File: config.mk
export PLATFORM = sky130hd
export DESIGN_NAME = mem_copy_engine
export DESIGN_NICKNAME = d
export VERILOG_FILES = /design/src/rtl/mem_copy_engine.sv
export SDC_FILE = /design/constraint.sdc
export NUM_CORES = 1
export LEC_CHECK = 0
export CAP_MARGIN = 10
export CORE_MARGIN = 1.5
export CORE_UTILIZATION = 55
export DETAILED_ROUTE_END_ITERATION = 8
export PLACE_DENSITY = 0.9
export SLEW_MARGIN = 30
export SYNTH_ARGS = -nofsm -noshare
export SYNTH_HDL_FRONTEND = slang
export SYNTH_SLANG_ARGS = --single-unit
export TNS_END_PERCENT = 50
File: constraint.sdc
create_clock -name clk -period 3.5 [get_ports clk]
set_input_delay 0.525 -clock clk [delete_from_list [all_inputs] [get_ports clk]]
set_output_delay 0.525 -clock clk [all_outputs]
set_load 0.01 [all_outputs]
File: src/rtl/mem_copy_engine.sv
// ---------------------------------------------------------------------------
// mem_copy_engine
//
// Bus master for the 16-bit word-addressed data memory. Copies a block of
// `len` words from `src_addr` to `dst_addr` using one READ cycle followed by
// one WRITE cycle per word (2 cycles per word). When the destination lies
// above the source the copy runs top-down, so overlapping forward moves
// never overwrite source words before they have been read.
//
// Optional build macro: MEM_COPY_CHECKSUM_EN
//   defined   -> `checksum` accumulates every written word (mod 2^16);
//                cleared on each accepted start, held after completion.
//   undefined -> `checksum` is tied to 0 and no accumulator exists.
//
// Ports
//   clk, reset          clock; synchronous active-high reset
//   start               request pulse, accepted only while idle
//   src_addr, dst_addr  first source / destination word address
//   len                 word count (0 = complete immediately, no transfer)
//   busy                high in READ, WRITE and DONE
//   done                one-cycle completion pulse (DONE state)
//   mem_address         memory address (holds its value while idle)
//   mem_read_enable     memory read strobe, READ state only
//   mem_write_enable    memory write strobe, WRITE state only
//   mem_write_data      word being written (holds its value while idle)
//   mem_read_data       memory read data, valid combinationally in READ
//   checksum            running sum of copied words (see macro above)
//
// Handshake: the memory is a zero-wait-state responder. A strobe asserted in
// a cycle is a complete transfer for that cycle; there is no ready/stall.
// start is a single-cycle request with no back-pressure: it is taken only
// in IDLE and dropped silently in every other state.
// ---------------------------------------------------------------------------
module mem_copy_engine #(
  parameter int ADDR_W = 16,
  parameter int DATA_W = 16
) (
  input  logic              clk,
  input  logic              reset,
  input  logic              start,
  input  logic [ADDR_W-1:0] src_addr,
  input  logic [ADDR_W-1:0] dst_addr,
  input  logic [15:0]       len,
  output logic              busy,
  output logic              done,
  output logic [ADDR_W-1:0] mem_address,
  output logic              mem_read_enable,
  output logic              mem_write_enable,
  output logic [DATA_W-1:0] mem_write_data,
  input  logic [DATA_W-1:0] mem_read_data,
  output logic [15:0]       checksum
);

  localparam logic [1:0] S_IDLE  = 2'd0;
  localparam logic [1:0] S_READ  = 2'd1;
  localparam logic [1:0] S_WRITE = 2'd2;
  localparam logic [1:0] S_DONE  = 2'd3;

  localparam logic [ADDR_W-1:0] ADDR_ONE = ADDR_W'(1);

  logic [1:0]        state;
  logic [ADDR_W-1:0] sp;
  logic [ADDR_W-1:0] dp;
  logic [15:0]       cnt;
  logic              step_down;
  logic [DATA_W-1:0] data_buf;
  logic [ADDR_W-1:0] addr_q;

  // Start-time pointer computation. The top-down case points at the last
  // word of each block; all arithmetic wraps modulo 2^ADDR_W.
  logic              start_ok;
  logic              start_down;
  logic [ADDR_W-1:0] len_a;
  logic [ADDR_W-1:0] start_sp;
  logic [ADDR_W-1:0] start_dp;

  always_comb begin
    start_ok   = (state == S_IDLE) && start;
    start_down = (dst_addr > src_addr);
    len_a      = ADDR_W'(len);
    start_sp   = src_addr;
    start_dp   = dst_addr;
    if (start_down) begin
      start_sp = src_addr + len_a - ADDR_ONE;
      start_dp = dst_addr + len_a - ADDR_ONE;
    end
  end

  // Pointer advance applied at the end of each WRITE cycle.
  logic [ADDR_W-1:0] sp_next;
  logic [ADDR_W-1:0] dp_next;
  logic              last_word;

  always_comb begin
    sp_next   = step_down ? (sp - ADDR_ONE) : (sp + ADDR_ONE);
    dp_next   = step_down ? (dp - ADDR_ONE) : (dp + ADDR_ONE);
    last_word = (cnt == 16'd1);
  end

  // Main sequencer. addr_q is the registered memory address: it is loaded
  // one edge ahead of the state that uses it, so the mem_* outputs come
  // straight from flops and start never reaches them combinationally.
  always_ff @(posedge clk) begin
    if (reset) begin
      state     <= S_IDLE;
      sp        <= '0;
      dp        <= '0;
      cnt       <= '0;
      step_down <= 1'b0;
      data_buf  <= '0;
      addr_q    <= '0;
    end else begin
      case (state)
        S_IDLE: begin
          if (start_ok) begin
            cnt       <= len;
            sp        <= start_sp;
            dp        <= start_dp;
            step_down <= start_down;
            if (len == 16'd0) begin
              state <= S_DONE;
            end else begin
              state  <= S_READ;
              addr_q <= start_sp;
            end
          end
        end
        S_READ: begin
          data_buf <= mem_read_data;
          addr_q   <= dp;
          state    <= S_WRITE;
        end
        S_WRITE: begin
          sp  <= sp_next;
          dp  <= dp_next;
          cnt <= cnt - 16'd1;
          if (last_word) begin
            state <= S_DONE;
          end else begin
            addr_q <= sp_next;
            state  <= S_READ;
          end
        end
        S_DONE: begin
          state <= S_IDLE;
        end
        default: begin
          state <= S_IDLE;
        end
      endcase
    end
  end

  // Output decode from registered state only.
  always_comb begin
    busy             = (state != S_IDLE);
    done             = (state == S_DONE);
    mem_read_enable  = (state == S_READ);
    mem_write_enable = (state == S_WRITE);
    mem_address      = addr_q;
    mem_write_data   = data_buf;
  end

`ifdef MEM_COPY_CHECKSUM_EN
  logic [15:0] sum_q;

  always_ff @(posedge clk) begin
    if (reset) begin
      sum_q <= '0;
    end else if (start_ok) begin
      sum_q <= '0;
    end else if (state == S_WRITE) begin
      sum_q <= sum_q + 16'(data_buf);
    end
  end

  assign checksum = sum_q;
`else
  assign checksum = '0;
`endif

endmodule

# Yosys cells after proc, flatten, opt, wreduce, memory -nomap -nowiden
# Cells that the tools add are included.
dict set report op_classes {
  addsub 9
  mul 0
  div 0
  order_cmp 1
  eq_ne 7
  n_shift 0
  muxes 18
  bitwise 0
  n_reduce_logical 9
}
# cell n
set op_table {}
lappend op_table {{16-bit 2-to-1 mux} 10}
lappend op_table {{16-bit case mux with 2 select lines} 3}
lappend op_table {{16-bit by 1-bit subtractor with 16-bit output (second input constant)} 5}
lappend op_table {{16-bit case mux with 3 select lines} 1}
lappend op_table {{16-bit by 1-bit adder with 16-bit output (second input constant)} 2}
lappend op_table {{16-bit adder} 2}
lappend op_table {{16-bit by 1-bit equality test with 1-bit output (second input constant)} 1}
lappend op_table {{16-bit greater-than comparator} 1}
lappend op_table {{16-bit logical NOT} 1}
lappend op_table {{2-bit case mux with 4 select lines} 1}
lappend op_table {{2-bit 2-to-1 mux} 3}
lappend op_table {{2-bit != test (second input constant)} 3}
lappend op_table {{2-bit equality test (second input constant)} 2}
lappend op_table {{2-bit AND reduction} 2}
lappend op_table {{4-bit AND reduction} 1}
lappend op_table {{2-bit nonzero test} 2}
lappend op_table {{3-bit nonzero test} 1}
lappend op_table {{2-bit by 1-bit equality test with 1-bit output (second input constant)} 1}
lappend op_table {{2-bit logical NOT} 1}
lappend op_table {{1-bit logical AND} 1}
dict set report totals {
  register_bits 83
  latchBits 0
  ram_bits 0
  rom_bits 0
  input_bits 67
  output_inout_bits 52
  elab_cells 51
  n_memories 0
}

# Depth between registers and ports, before layout
dict set report depth {
  word_depth 6
  depth_mapped 15
  ltp_nobuf 15
}

# Least setup slack after synthesis
# No wires, ideal clock.
dict set report synth_path {
  kind {in2reg}
  from {input port src_addr[1]}
  to {register addr_q[15] (netlist: mem_address[15])}
  setup_time_ns 0.092
  arrival_ns 3.085
  required_time_ns 3.408
  path_slack_ns 0.323
  cell_stages 15
  n_path_buf 0
  path_cell_list {inv_1 ha_1 inv_1 ha_1 inv_1 fa_1 nor2b_1 o31ai_1 a22oi_1 a41oi_1 o21ai_1 xnor2_1 nor2_1 mux2_2 o32ai_1}
}
dict set report synth_between {
  elab_chain_len 6
  word_cells_on_any_way 7
  classes_between {2 x add/sub; 1 x order compare; 4 x mux}
}
# item line
set synth_rtl {}
lappend synth_rtl {{from (decl)} 41} ;# input logic [ADDR_W-1:0] src_addr,
lappend synth_rtl {{16-bit adder} 84} ;# start_sp = src_addr + len_a - ADDR_ONE;
lappend synth_rtl {{16-bit by 1-bit subtractor with 16-bit output} 84}
lappend synth_rtl {{16-bit 2-to-1 mux (*)} 83} ;# if (start_down) begin
lappend synth_rtl {{16-bit 2-to-1 mux (*)} 120} ;# if (len == 16'd0) begin
lappend synth_rtl {{16-bit 2-to-1 mux (*)} 115} ;# if (start_ok) begin
lappend synth_rtl {{16-bit case mux with 3 select lines (*)} 113} ;# case (state)
lappend synth_rtl {{to (signal assigned)} 124} ;# addr_q <= start_sp;
lappend synth_rtl {{to (signal assigned)} 130} ;# addr_q <= dp;
lappend synth_rtl {{to (signal assigned)} 140} ;# addr_q <= sp_next;
lappend synth_rtl {{to (decl)} 67} ;# logic [ADDR_W-1:0] addr_q;
# Every way passes the cells marked *; elsewhere a longest branch is shown, timed or not. The select of a mux whose other input is x is not followed.
# A chain may end at the register's enable or synchronous reset.

# Final worst setup path
# Ends and elaborated chain as after synthesis.

==> reports/qor.txt <==
EDFF count, synth: 0
1st-pass router iterations: 6
First-pass GRT wire length: 36,100 um
Pre-CTS WS: -0.473 ns
Post-synthesis cell type count: 63
Slew headroom: 0.415
Worst-Margin Slew: 0.878 ns
Final Worst Setup Slack: 0.0374 ns
Delay-heaviest family, CP: adder cells
HP Class: flop to flop
Core footprint: 14,000 um^2
Chip height: 123 um
GP Congestion: 0.988
Starting DRT DRC Count: 1,051
NumNets Final: 1,409
CP cell instances: clkdlybuf4s50_1, inv_2, ha_1, inv_1, ha_1, inv_1, fa_2, nor2b_4, o31ai_4, a22oi_2, a41oi_2, o21ai_2, xnor2_1, nor2_1, mux2_4, o32ai_2
DP Cell Count: 1,397
Share of layout cells above drive strength 1: 0.118
Critical path fanouts, max: 3
Root Buffer Master: clkbuf_16
Routed WL: 23,000 um
Io pins: 119
Final setup viols: 0
# DRC: 0
Hold Fails Final Rpt: 0
Pin count of the biggest net entering global routing: 89
Core Util, Final: 0.719
Synth warn: 0
Remaining global-route overflow: 0
Slowest stage cell, crit path: clkdlybuf4s50_1
CP Launch Type: input port
Crit path required time: 3.77 ns
Filler instances: 1,052
Avg Cell Area, Syn: 7.38 um^2
Maxcap violations: 0
Top_reg_cell synth: dfxtp_1
Number of global-route vias before repair: 7,429
Area growth syn-to-layout: 26.5%
GRT Util Overall: 0.302
Static leakage: 4.63 nW
Final period util: 0.989
Antenna diode count: 0
Tmin final: 3.46 ns
Crit end category: flop
Hpwl dp: 17,600 um
Row cnt: 43
Worst Path Buf+Inv: 4
Drt via density: 5.93
Status: completed
Reg clk slew, reported paths: 0.07 ns
Worst setup path category: input port to flop
Initial antenna violation count: 0
H-tree depth: 3
Non-Filler Instances: 1,415
Cell count after synthesis: 1,076
Fmax: 289 MHz
Netlist Area Pre-Place: 7950 um^2
DR WL/cell: 16.3 um
Post-synthesis sequential element count: 83
Sequential fraction of the synthesis area: 0.209
Hold Slack: 0.455 ns
Clock latency on the worst-skew pair: 0.36 ns
Worst vdd ir: 0.494 mV
Register area: 1660 um^2
Most common cell after layout, fill and taps aside: inv_1
RSZ-0062 raised after global routing: true
Initial Util: 0.568
Delay of the slowest cell on the worst path: 0.53 ns
Multi-input logic area: 5680 um^2
Total CTS buffers: 9
PD cells: 671 nW/um^2
Async S/R FF share, synth: 0
Clk_skew: 0.00887 ns
Total number of vias: 8,397
Most frequent cells in the layout: inv_1 (122), nand2_1 (113), ha_1 (105)
WP data arrival: 3.73 ns
TritonCTS clock tree: done
Slew Viols, Final: 0
Clock sinks: 83
CTS Buffer Depth: 2
I/O Buffers: 102
Routed Antenna Nets: 0
Die area: 15,200 um^2
Die width: 123 um
[logic make-up after synthesis]
family / after synthesis / synth area share
compound gates: 298 / 0.240
xor+xnor: 49 / 0.0540
fa+ha+maj: 112 / 0.180
buf+inv: 188 / 0.0987
flops: 83 / 0.209
mux: 31 / 0.0394
other cells: 1 / 0.000472
simple gates: 314 / 0.178
[worst paths after layout]
path | start | end | slack, ns | depth (start not counted)
max reg2reg | step_down | mem_address[15] | 0.53 | 12
max | src_addr[1] | mem_address[15] | 0.04 | 16
min reg2reg | mem_address[5] | mem_address[5] | 0.45 | 2
min | mem_address[5] | mem_address[5] | 0.45 | 2
[registers in the layout, indices dropped and copies added (netlist names)]
name and flops:
step_down 1, mem_write_data 16, cnt 16, dp 16, mem_address 16, state 2, sp 16
[worst reg2reg max path, stage by stage (launching register included)]
cell and delay [ns]:
dfxtp_1 0.47, buf_4 0.24, buf_4 0.19, ha_1 0.30
and3_1 0.19, o21a_1 0.17, a31oi_1 0.21, a31oi_1 0.13
o21a_1 0.18, nor2_1 0.13, xnor2_1 0.13, a221oi_1 0.35
o32ai_2 0.13
[metrics by stage]
stage	setup TNS [ns]	cell area, um^2	power (W)
floorplan	0	8000	0.00432
global placement	-3.27	9650	0.00547
detailed placement	-4.71	9650	0.00561
CTS	0	9960	0.00659
global route	-0.0580	10100	0.00721
finish	0	10100	0.00674
[what timing repair did]
action,4_1_cts,5_1_grt
setup endpoints to repair,5,14
pin swaps,8,10
setup buffers,0,2
hold buffers,0,0
gates resized for setup,8,23
[synthesized netlist by cell type, drive strengths merged, types with 5 or more instances]
cell type	number	share of area
nor3	19	0.012
a21o	14	0.013
and3	6	0.0047
mux2i	29	0.037
clkbuf	32	0.015
o21a	13	0.012
nand2b	7	0.0055
nor2	98	0.047
a21boi	5	0.0047
o21ai	65	0.041
a22oi	8	0.0082
dfxtp	83	0.21
inv	125	0.059
a211oi	18	0.017
nand2	114	0.054
o22ai	10	0.0087
a31oi	9	0.0071
a221oi	9	0.0099
or3	11	0.0099
nor4	9	0.0090
nand3	25	0.016
o211ai	23	0.022
nor2b	7	0.0055
a21oi	86	0.054
xnor2	30	0.033
nand4	9	0.0071
buf	31	0.025
ha	108	0.17
xor2	19	0.021
[cell type report]
cell class / count / area share
flip-flops and latches: 83 / 0.165
inverters: 125 / 0.0467
repair buffers: 191 / 0.172
multi-input cells: 820 / 0.565
clock buffers: 9 / 0.0224
well taps: 180 / 0.0224
clock inverters: 7 / 0.00585
[report_power, final]
part | switching [W] | internal (W) | total, W
registers | 0.000291 | 0.00129 | 0.00158
clock network | 0.000450 | 0.000495 | 0.000945
logic | 0.00242 | 0.00180 | 0.00421
total | 0.00316 | 0.00358 | 0.00674
[routing by layer]
| metal | up-vias | part of all wire | GRT usage |
|---|---|---|---|
| met5 | - | 0 | 0 |
| met4 | 0 | 0.042 | 0.139 |
| met3 | 65 | 0.081 | 0.0397 |
| met2 | 426 | 0.46 | 0.493 |
| met1 | 3849 | 0.42 | 0.396 |
| li1 | 4057 | - | - |
Power figures use the tool's default switching activity.
